<file path="src/rtl/router_pkg.sv">
// Shared definitions for the 1x3 router ingress control path.
package router_pkg;

    localparam int unsigned RTR_ADDR_W   = 2;
    localparam int unsigned RTR_NUM_DEST = 3;

    // Header address value that names no destination FIFO
    localparam logic [RTR_ADDR_W-1:0] ADDR_INVALID = 2'b11;

    typedef enum logic [2:0] {
        DECODE_ADDRESS     = 3'd0,
        LOAD_FIRST_DATA    = 3'd1,
        LOAD_DATA          = 3'd2,
        FIFO_FULL_STATE    = 3'd3,
        LOAD_AFTER_FULL    = 3'd4,
        LOAD_PARITY        = 3'd5,
        CHECK_PARITY_ERROR = 3'd6,
        WAIT_TILL_EMPTY    = 3'd7
    } state_t;

    // One-hot destination select; the invalid address selects nothing
    function automatic logic [RTR_NUM_DEST-1:0] addr_onehot(input logic [RTR_ADDR_W-1:0] a);
        logic [RTR_NUM_DEST-1:0] sel;
        case (a)
            2'd0:    sel = 3'b001;
            2'd1:    sel = 3'b010;
            2'd2:    sel = 3'b100;
            default: sel = '0;
        endcase
        return sel;
    endfunction

endpackage

</file>
<file path="src/rtl/router_fsm.sv">
// Ingress control FSM: decodes the header address, waits for the target FIFO
// to drain, then sequences header, payload, full-stall and parity handling.
module router_fsm
    import router_pkg::*;
#(
    parameter int unsigned ADDR_W   = RTR_ADDR_W,
    parameter int unsigned NUM_DEST = RTR_NUM_DEST
) (
    input  logic                clock,
    input  logic                resetn,
    input  logic                pkt_valid,
    input  logic [ADDR_W-1:0]   data_in,
    input  logic                fifo_full,
    input  logic [NUM_DEST-1:0] fifo_empty,
    input  logic [NUM_DEST-1:0] soft_reset,
    input  logic                parity_done,
    input  logic                low_pkt_valid,
    output logic                detect_add,
    output logic                lfd_state,
    output logic                ld_state,
    output logic                laf_state,
    output logic                full_state,
    output logic                rst_int_reg,
    output logic                write_enb_reg,
    output logic                busy,
    output logic [NUM_DEST-1:0] dest_sel
);

    state_t                r_state;
    logic [ADDR_W-1:0]     r_addr;

    logic                  r_detect_add;
    logic                  r_lfd_state;
    logic                  r_ld_state;
    logic                  r_laf_state;
    logic                  r_full_state;
    logic                  r_rst_int_reg;
    logic                  r_write_enb_reg;
    logic                  r_busy;
    logic [NUM_DEST-1:0]   r_dest_sel;

    state_t                w_next_state;
    logic [ADDR_W-1:0]     w_next_addr;
    logic [NUM_DEST-1:0]   w_sel_in;
    logic [NUM_DEST-1:0]   w_sel_q;
    logic                  w_in_valid;
    logic                  w_soft;

    // Next-state and next-address selection; a soft reset on the latched port wins over everything
    always_comb begin
        w_sel_in     = addr_onehot(data_in);
        w_sel_q      = addr_onehot(r_addr);
        w_in_valid   = (data_in != ADDR_INVALID);
        w_soft       = |(soft_reset & w_sel_q);
        w_next_state = r_state;
        w_next_addr  = r_addr;
        case (r_state)
            DECODE_ADDRESS: begin
                if (pkt_valid && w_in_valid) begin
                    w_next_addr  = data_in;
                    w_next_state = (|(fifo_empty & w_sel_in)) ? LOAD_FIRST_DATA : WAIT_TILL_EMPTY;
                end
            end
            LOAD_FIRST_DATA: w_next_state = LOAD_DATA;
            LOAD_DATA: begin
                if (fifo_full)       w_next_state = FIFO_FULL_STATE;
                else if (!pkt_valid) w_next_state = LOAD_PARITY;
            end
            FIFO_FULL_STATE: begin
                if (!fifo_full)      w_next_state = LOAD_AFTER_FULL;
            end
            LOAD_AFTER_FULL: begin
                if (parity_done)        w_next_state = DECODE_ADDRESS;
                else if (low_pkt_valid) w_next_state = LOAD_PARITY;
                else                    w_next_state = LOAD_DATA;
            end
            LOAD_PARITY: w_next_state = CHECK_PARITY_ERROR;
            CHECK_PARITY_ERROR: begin
                w_next_state = fifo_full ? FIFO_FULL_STATE : DECODE_ADDRESS;
            end
            WAIT_TILL_EMPTY: begin
                if (|(fifo_empty & w_sel_q)) w_next_state = LOAD_FIRST_DATA;
            end
            default: w_next_state = DECODE_ADDRESS;
        endcase
        if (w_soft) begin
            w_next_state = DECODE_ADDRESS;
            w_next_addr  = ADDR_INVALID;
        end
    end

    // State/address registers; outputs are decoded from the next state so they align with the state register
    always_ff @(posedge clock or negedge resetn) begin
        if (!resetn) begin
            r_state         <= DECODE_ADDRESS;
            r_addr          <= ADDR_INVALID;
            r_detect_add    <= 1'b1;
            r_lfd_state     <= 1'b0;
            r_ld_state      <= 1'b0;
            r_laf_state     <= 1'b0;
            r_full_state    <= 1'b0;
            r_rst_int_reg   <= 1'b0;
            r_write_enb_reg <= 1'b0;
            r_busy          <= 1'b0;
            r_dest_sel      <= '0;
        end else begin
            r_state         <= w_next_state;
            r_addr          <= w_next_addr;
            r_detect_add    <= (w_next_state == DECODE_ADDRESS);
            r_lfd_state     <= (w_next_state == LOAD_FIRST_DATA);
            r_ld_state      <= (w_next_state == LOAD_DATA);
            r_laf_state     <= (w_next_state == LOAD_AFTER_FULL);
            r_full_state    <= (w_next_state == FIFO_FULL_STATE);
            r_rst_int_reg   <= (w_next_state == CHECK_PARITY_ERROR);
            r_write_enb_reg <= (w_next_state == LOAD_DATA) ||
                               (w_next_state == LOAD_PARITY) ||
                               (w_next_state == LOAD_AFTER_FULL);
            r_busy          <= !((w_next_state == DECODE_ADDRESS) || (w_next_state == LOAD_DATA));
            r_dest_sel      <= addr_onehot(w_next_addr);
        end
    end

    assign detect_add    = r_detect_add;
    assign lfd_state     = r_lfd_state;
    assign ld_state      = r_ld_state;
    assign laf_state     = r_laf_state;
    assign full_state    = r_full_state;
    assign rst_int_reg   = r_rst_int_reg;
    assign write_enb_reg = r_write_enb_reg;
    assign busy          = r_busy;
    assign dest_sel      = r_dest_sel;

endmodule

</file>
<file path="config.mk">
export PLATFORM = sky130hd
export DESIGN_NAME = router_fsm
export DESIGN_NICKNAME = d
export VERILOG_FILES = /design/src/rtl/router_pkg.sv /design/src/rtl/router_fsm.sv
export SDC_FILE = /design/constraint.sdc
export NUM_CORES = 1
export LEC_CHECK = 0
export ABC_AREA = 1
export CAP_MARGIN = 20
export CELL_PAD_IN_SITES_DETAIL_PLACEMENT = 1
export CELL_PAD_IN_SITES_GLOBAL_PLACEMENT = 1
export CORE_MARGIN = 5
export CORE_UTILIZATION = 30
export CTS_CLUSTER_DIAMETER = 100
export DETAILED_ROUTE_END_ITERATION = 8
export PLACE_DENSITY_LB_ADDON = 0.15
export SYNTH_ARGS = -nofsm -noshare
export SYNTH_HDL_FRONTEND = slang
export SYNTH_SLANG_ARGS = --single-unit
</file>
<file path="constraint.sdc">
create_clock -name clock -period 1.5 [get_ports clock]
set_clock_uncertainty 0.1 [all_clocks]
set_input_delay 0.3 -clock clock [delete_from_list [all_inputs] [get_ports clock]]
set_output_delay 0.3 -clock clock [all_outputs]
set_load 0.02 [all_outputs]
</file>
After elaboration in Yosys (flattened, before gate mapping)
Cells that the tools add are included.

Register bits: 16. Bits of input ports: 14. Output and inout port bits: 11. Word-level logic and storage cells: 64.

Eq/ne operators: 20. Mux-type cells: 17. Bitwise operators: 3. Reduce and logical (&&, ||, !) cells: 13.

Operators by type and width (count): two-way mux 3 bit (9); one-hot mux 3 bit (3 select lines) (3); one-hot mux 3 bit (8 select lines) (1); == test 3 bit (second input constant) (7); == test 3 x 2 -> 1 bit (second input constant) (4); bitwise AND 3 bit (3); OR reduction 3 bit (3); two-way mux 2 bit (4); == test 2 x 1 -> 1 bit (second input constant) (3); == test 2 bit (second input constant) (3); == test 3 x 1 -> 1 bit (second input constant) (2); zero test 2 bit (3); zero test 3 bit (2); logical OR 1 bit (3); != test 2 bit (second input constant) (1); logical AND 1 bit (1); zero test 1 bit (1).

Longest topological paths before layout
Word-level depth: 11. Mapped depth: 11. Depth with buffers taken out: 10.

Worst setup path after synthesis
No wires, ideal clock.

Path kind: reg2reg. Start: register r_addr[0]. End: register r_dest_sel[1], in the netlist dest_sel[1]. Setup time: 119 ps. Arrival: 1242 ps. Required time: 1281 ps. Slack: 39 ps. Stages on the path, launching flop included: 9. Path buffers: 0. Clock period less this slack: 1461 ps. Cells stage by stage: dfstp_2 inv_2 nand3_1 nand2_1 nor2_4 inv_2 a21oi_2 o21ai_2 and2_1.

Cells in the longest elaborated chain, start to end: 7. Elaborated cells on any way between the ends: 13. Those cells by class: eq/ne (4); mux (5); bitwise (1); reduce/logical (3).

RTL lines: from (decl) (RTL line router_fsm.sv:30) `logic [ADDR_W-1:0] r_addr;`; from (signal assigned) (RTL line router_fsm.sv:108) `r_addr <= w_next_addr;`; == test 2 bit (tied with other cells) (RTL line router_pkg.sv:24) `case (a)`; one-hot mux 3 bit (3 select lines) (RTL line router_pkg.sv:24); bitwise AND 3 bit (RTL line router_fsm.sv:54) `w_soft = |(soft_reset & w_sel_q);`; OR reduction 3 bit (RTL line router_fsm.sv:54); two-way mux 2 bit (*) (RTL line router_fsm.sv:86) `if (w_soft) begin`; named net w_next_addr[0] (RTL line router_fsm.sv:43) `logic [ADDR_W-1:0] w_next_addr;`; == test 2 bit (tied with other cells) (RTL line router_pkg.sv:24); one-hot mux 3 bit (3 select lines) (*) (RTL line router_pkg.sv:24); to (signal assigned) (RTL line router_fsm.sv:119) `r_dest_sel <= addr_onehot(w_next_addr);`; to (decl) (RTL line router_fsm.sv:40) `logic [NUM_DEST-1:0] r_dest_sel;`.

Mark *: on every way through the listed nets, which the timed path passes. The rest lies on a longest branch.

Final worst setup path
Start: register r_addr[1]. End: register r_lfd_state, in the netlist lfd_state.

Cells in the longest elaborated chain, start to end: 8. Elaborated cells on any way between the ends: 12. Those cells by class: eq/ne (3); mux (4); bitwise (2); reduce/logical (3).

RTL lines: == test 2 bit (tied with other cells) (RTL line router_pkg.sv:24); one-hot mux 3 bit (3 select lines) (*) (RTL line router_pkg.sv:24); bitwise AND 3 bit (RTL line router_fsm.sv:82) `if (|(fifo_empty & w_sel_q)) w_next_state = LOAD_FIRST_DATA;`; OR reduction 3 bit (RTL line router_fsm.sv:82); two-way mux 3 bit (RTL line router_fsm.sv:82); one-hot mux 3 bit (8 select lines) (RTL line router_fsm.sv:57) `case (r_state)`; two-way mux 3 bit (*) (RTL line router_fsm.sv:86); named net w_next_state[1] (RTL line router_fsm.sv:42) `state_t w_next_state;`; == test 3 x 1 -> 1 bit (*) (RTL line router_fsm.sv:110) `r_lfd_state <= (w_next_state == LOAD_FIRST_DATA);`; to (signal assigned) (RTL line router_fsm.sv:110); to (decl) (RTL line router_fsm.sv:33) `logic r_lfd_state;`.

Marks and branches as above.

==> flow_summary.ini <==
[layout]
final_common_cell = nand2_1
final_util_pct = 48.5
final_cell_mix = 20 x nand2_1, 14 x dlygate4sd2_1, 12 x buf_4
layout-drive-gt1-share_pct = 46.5
layout.nets = 185
antenna-diode-count = 0
stdcell_count = 214
area_growth_pct = 52.7

[power_and_ir_drop]
p_leak_nw = 0.772
powerDensity_mw_per_mm2 = 1980
irDropWorstVdd_v = 0.000984

[timing]
fin_tns_setup_ns = -0.346
finalWorstSetupSlack_ns = -0.0753
hold_viol_final = 0
max_freq_mhz = 635
rsz0062_at_grt = yes
period_share_pct = 105
slew_headroom_pct = 86.2
period_minus_slack_ns = 1.58
setup_viol_count_final = 9
slew_viol_final = 0
tightest_slew_ns = 0.206
worst_hold_slack_ns = 0.233

[grt]
grt_first_pass_wirelength_um = 4290
grt-ovfl-total = 0
grt_max_degree = 17
gr-usage-all-layers_pct = 12.3
grt_pass1_vias = 1001
antenna_found_initial = 0

[synthesis]
synth_xor_xnor_area_share_pct = 0
synth_fa_ha_area_share_pct = 0
syn-num-nets = 143
netlist_area_um2 = 986
synth_cell_types = 23
netlist_instances = 129
ys_seq_elements = 16
syn_area_per_cell_um2 = 7.64
yosys.area_share.simple_pct = 43.3
synth_top_family_by_area = simple AND/OR/NAND/NOR gates
synthMuxAreaShare_pct = 0
synth_compound_area_share_pct = 5.33
synth_warnings = 0
synth-seq-area-share_pct = 41.0

[route]
vias_per_cell = 4.36
top_layer = met3
drt_wl_total_um = 2560
route.met3.wl_um = 129
ant_nets = 0
routedWlPerCell_um = 11.9
wl_met1_um = 1070
dr_wl_met2_um = 1350
drc = 0
drt-initial-drc-count = 8
firstDrtPassIters = 2
vias = 932

[critical_path]
crit_type = flop to flop
crit_arrival_ns = 1.66
startpoint = r_addr[1]$_DFF_PN1_
required_ns = 1.58
endpoint_kind = flop
cp-start-kind = flop
crit_fanout = 3
r2r-start = r_addr[1]$_DFF_PN1_

[floorplanning]
fp.dieW_um = 67.3
core_area_mm2 = 0.00310
ioPinCount = 25
start_util_pct = 31.8
floorplan.die_area_mm2 = 0.00453
die_y_um = 67.3
placementRows = 20

[cts]
clk_pin_slew_ns = 0.09
cts_tree = built
clk-insertion-delay-late_ns = 0.28
cts-root-buf = clkbuf_4
cts_num_sinks = 16
clock_path_buffers = 2
numCtsBuffers = 3
htree_num_levels = 1
postCtsHoldBufs = 0

[min_path]
hold_class = input pin to asynchronous set/reset pin

[placement]
io_buffers = 24
place_congestion = 0.744
dp.cells = 202
dpl.hpwl_um = 1950

[outcome]
status = finished, violations left
failed_checks = setup timing

[run]
cap_viol_max_count = 0
==> metrics by stage <==
stage,total power [mW],instance area [um^2],setup WS (ns)
after floorplan,1.87,986,0.0387
after global placement,2.33,1320,-0.372
after detailed placement,2.37,1320,-0.397
after CTS,2.84,1440,-0.0490
after global routing,3.24,1510,-0.155
final,2.98,1510,-0.0753
==> what timing repair did <==
item,in CTS,in global routing
endpoints found under the setup margin,22,12
pin swaps,11,11
setup buffers,6,2
gates resized for setup,36,14
==> kinds of logic after synthesis <==
group                  count (synthesis)
buffers and inverters                 24
and+or+nand+nor                       83
AOI/OAI and AO/OA                      6
DFF                                   16
==> path summary, 6_finish.rpt <==
| path | to | slack, ns | cells after the start |
|---|---|---|---|
| hold / removal | busy$_DFF_PN0_ | 0.23 | 2 |
| max in group asynchronous | detect_add$_DFF_PN1_ | 0.82 | 2 |
| min in group clock | dest_sel[0]$_DFF_PN0_ | 0.60 | 5 |
| hold reg to reg | r_state[1]$_DFF_PN0_ | 0.72 | 6 |
| setup / recovery | lfd_state$_DFF_PN0_ | -0.08 | 9 |
| setup reg to reg | lfd_state$_DFF_PN0_ | -0.08 | 9 |
==> Yosys cell counts <==
cell | count | area share [%]
nand2_1 | 27 | 10
nor2_1 | 17 | 6.5
nand3_1 | 16 | 8.1
dfrtp_1 | 13 | 33
inv_2 | 11 | 4.2
inv_1 | 10 | 3.8
nor2_2 | 8 | 5.1
nor2_4 | 5 | 5.7
dfstp_2 | 3 | 8.0
nand4_1 | 3 | 1.9
nand3b_1 | 2 | 1.5
o21ai_1 | 2 | 1.0
o21ai_2 | 2 | 1.8
a21oi_2 | 1 | 0.89
a21oi_4 | 1 | 1.7
and2_1 | 1 | 0.63
buf_4 | 1 | 0.76
buf_6 | 1 | 1.1
clkinv_2 | 1 | 0.51
nand2_2 | 1 | 0.63
nand2_4 | 1 | 1.1
nor3_1 | 1 | 0.51
nor3b_2 | 1 | 1.3
==> final cells by class <==
class	count	area, um^2
multi-input combinational	89	572
timing repair buffer	39	348
fill	393	1600
inverter	22	86.3
sequential	16	408
clock buffer	4	36.3
tap	44	55.1
==> worst max-delay path, stage by stage, from the launching register on <==
cell     delay [ns]
dfstp_2        0.58
inv_2          0.06
buf_6          0.11
nand3_4        0.05
nand2_4        0.06
nor2_4         0.14
nor2_2         0.06
nor2_2         0.15
buf_4          0.13
nor2_2         0.03
==> power breakdown <==
group	internal [mW]	total, mW	switching, mW
clock network	0.148	0.276	0.128
registers	0.636	0.777	0.141
logic	0.779	1.92	1.15
==> layer usage <==
| metal | vias to the layer above | global-route usage (%) |
|---|---|---|
| met3 | 0 | 3.00 |
| li1 | 482 | - |
| met2 | 18 | 23.1 |
| met5 | - | 0 |
| met4 | 0 | 1.52 |
| met1 | 432 | 14.3 |
(Power assumes the default switching activity.)
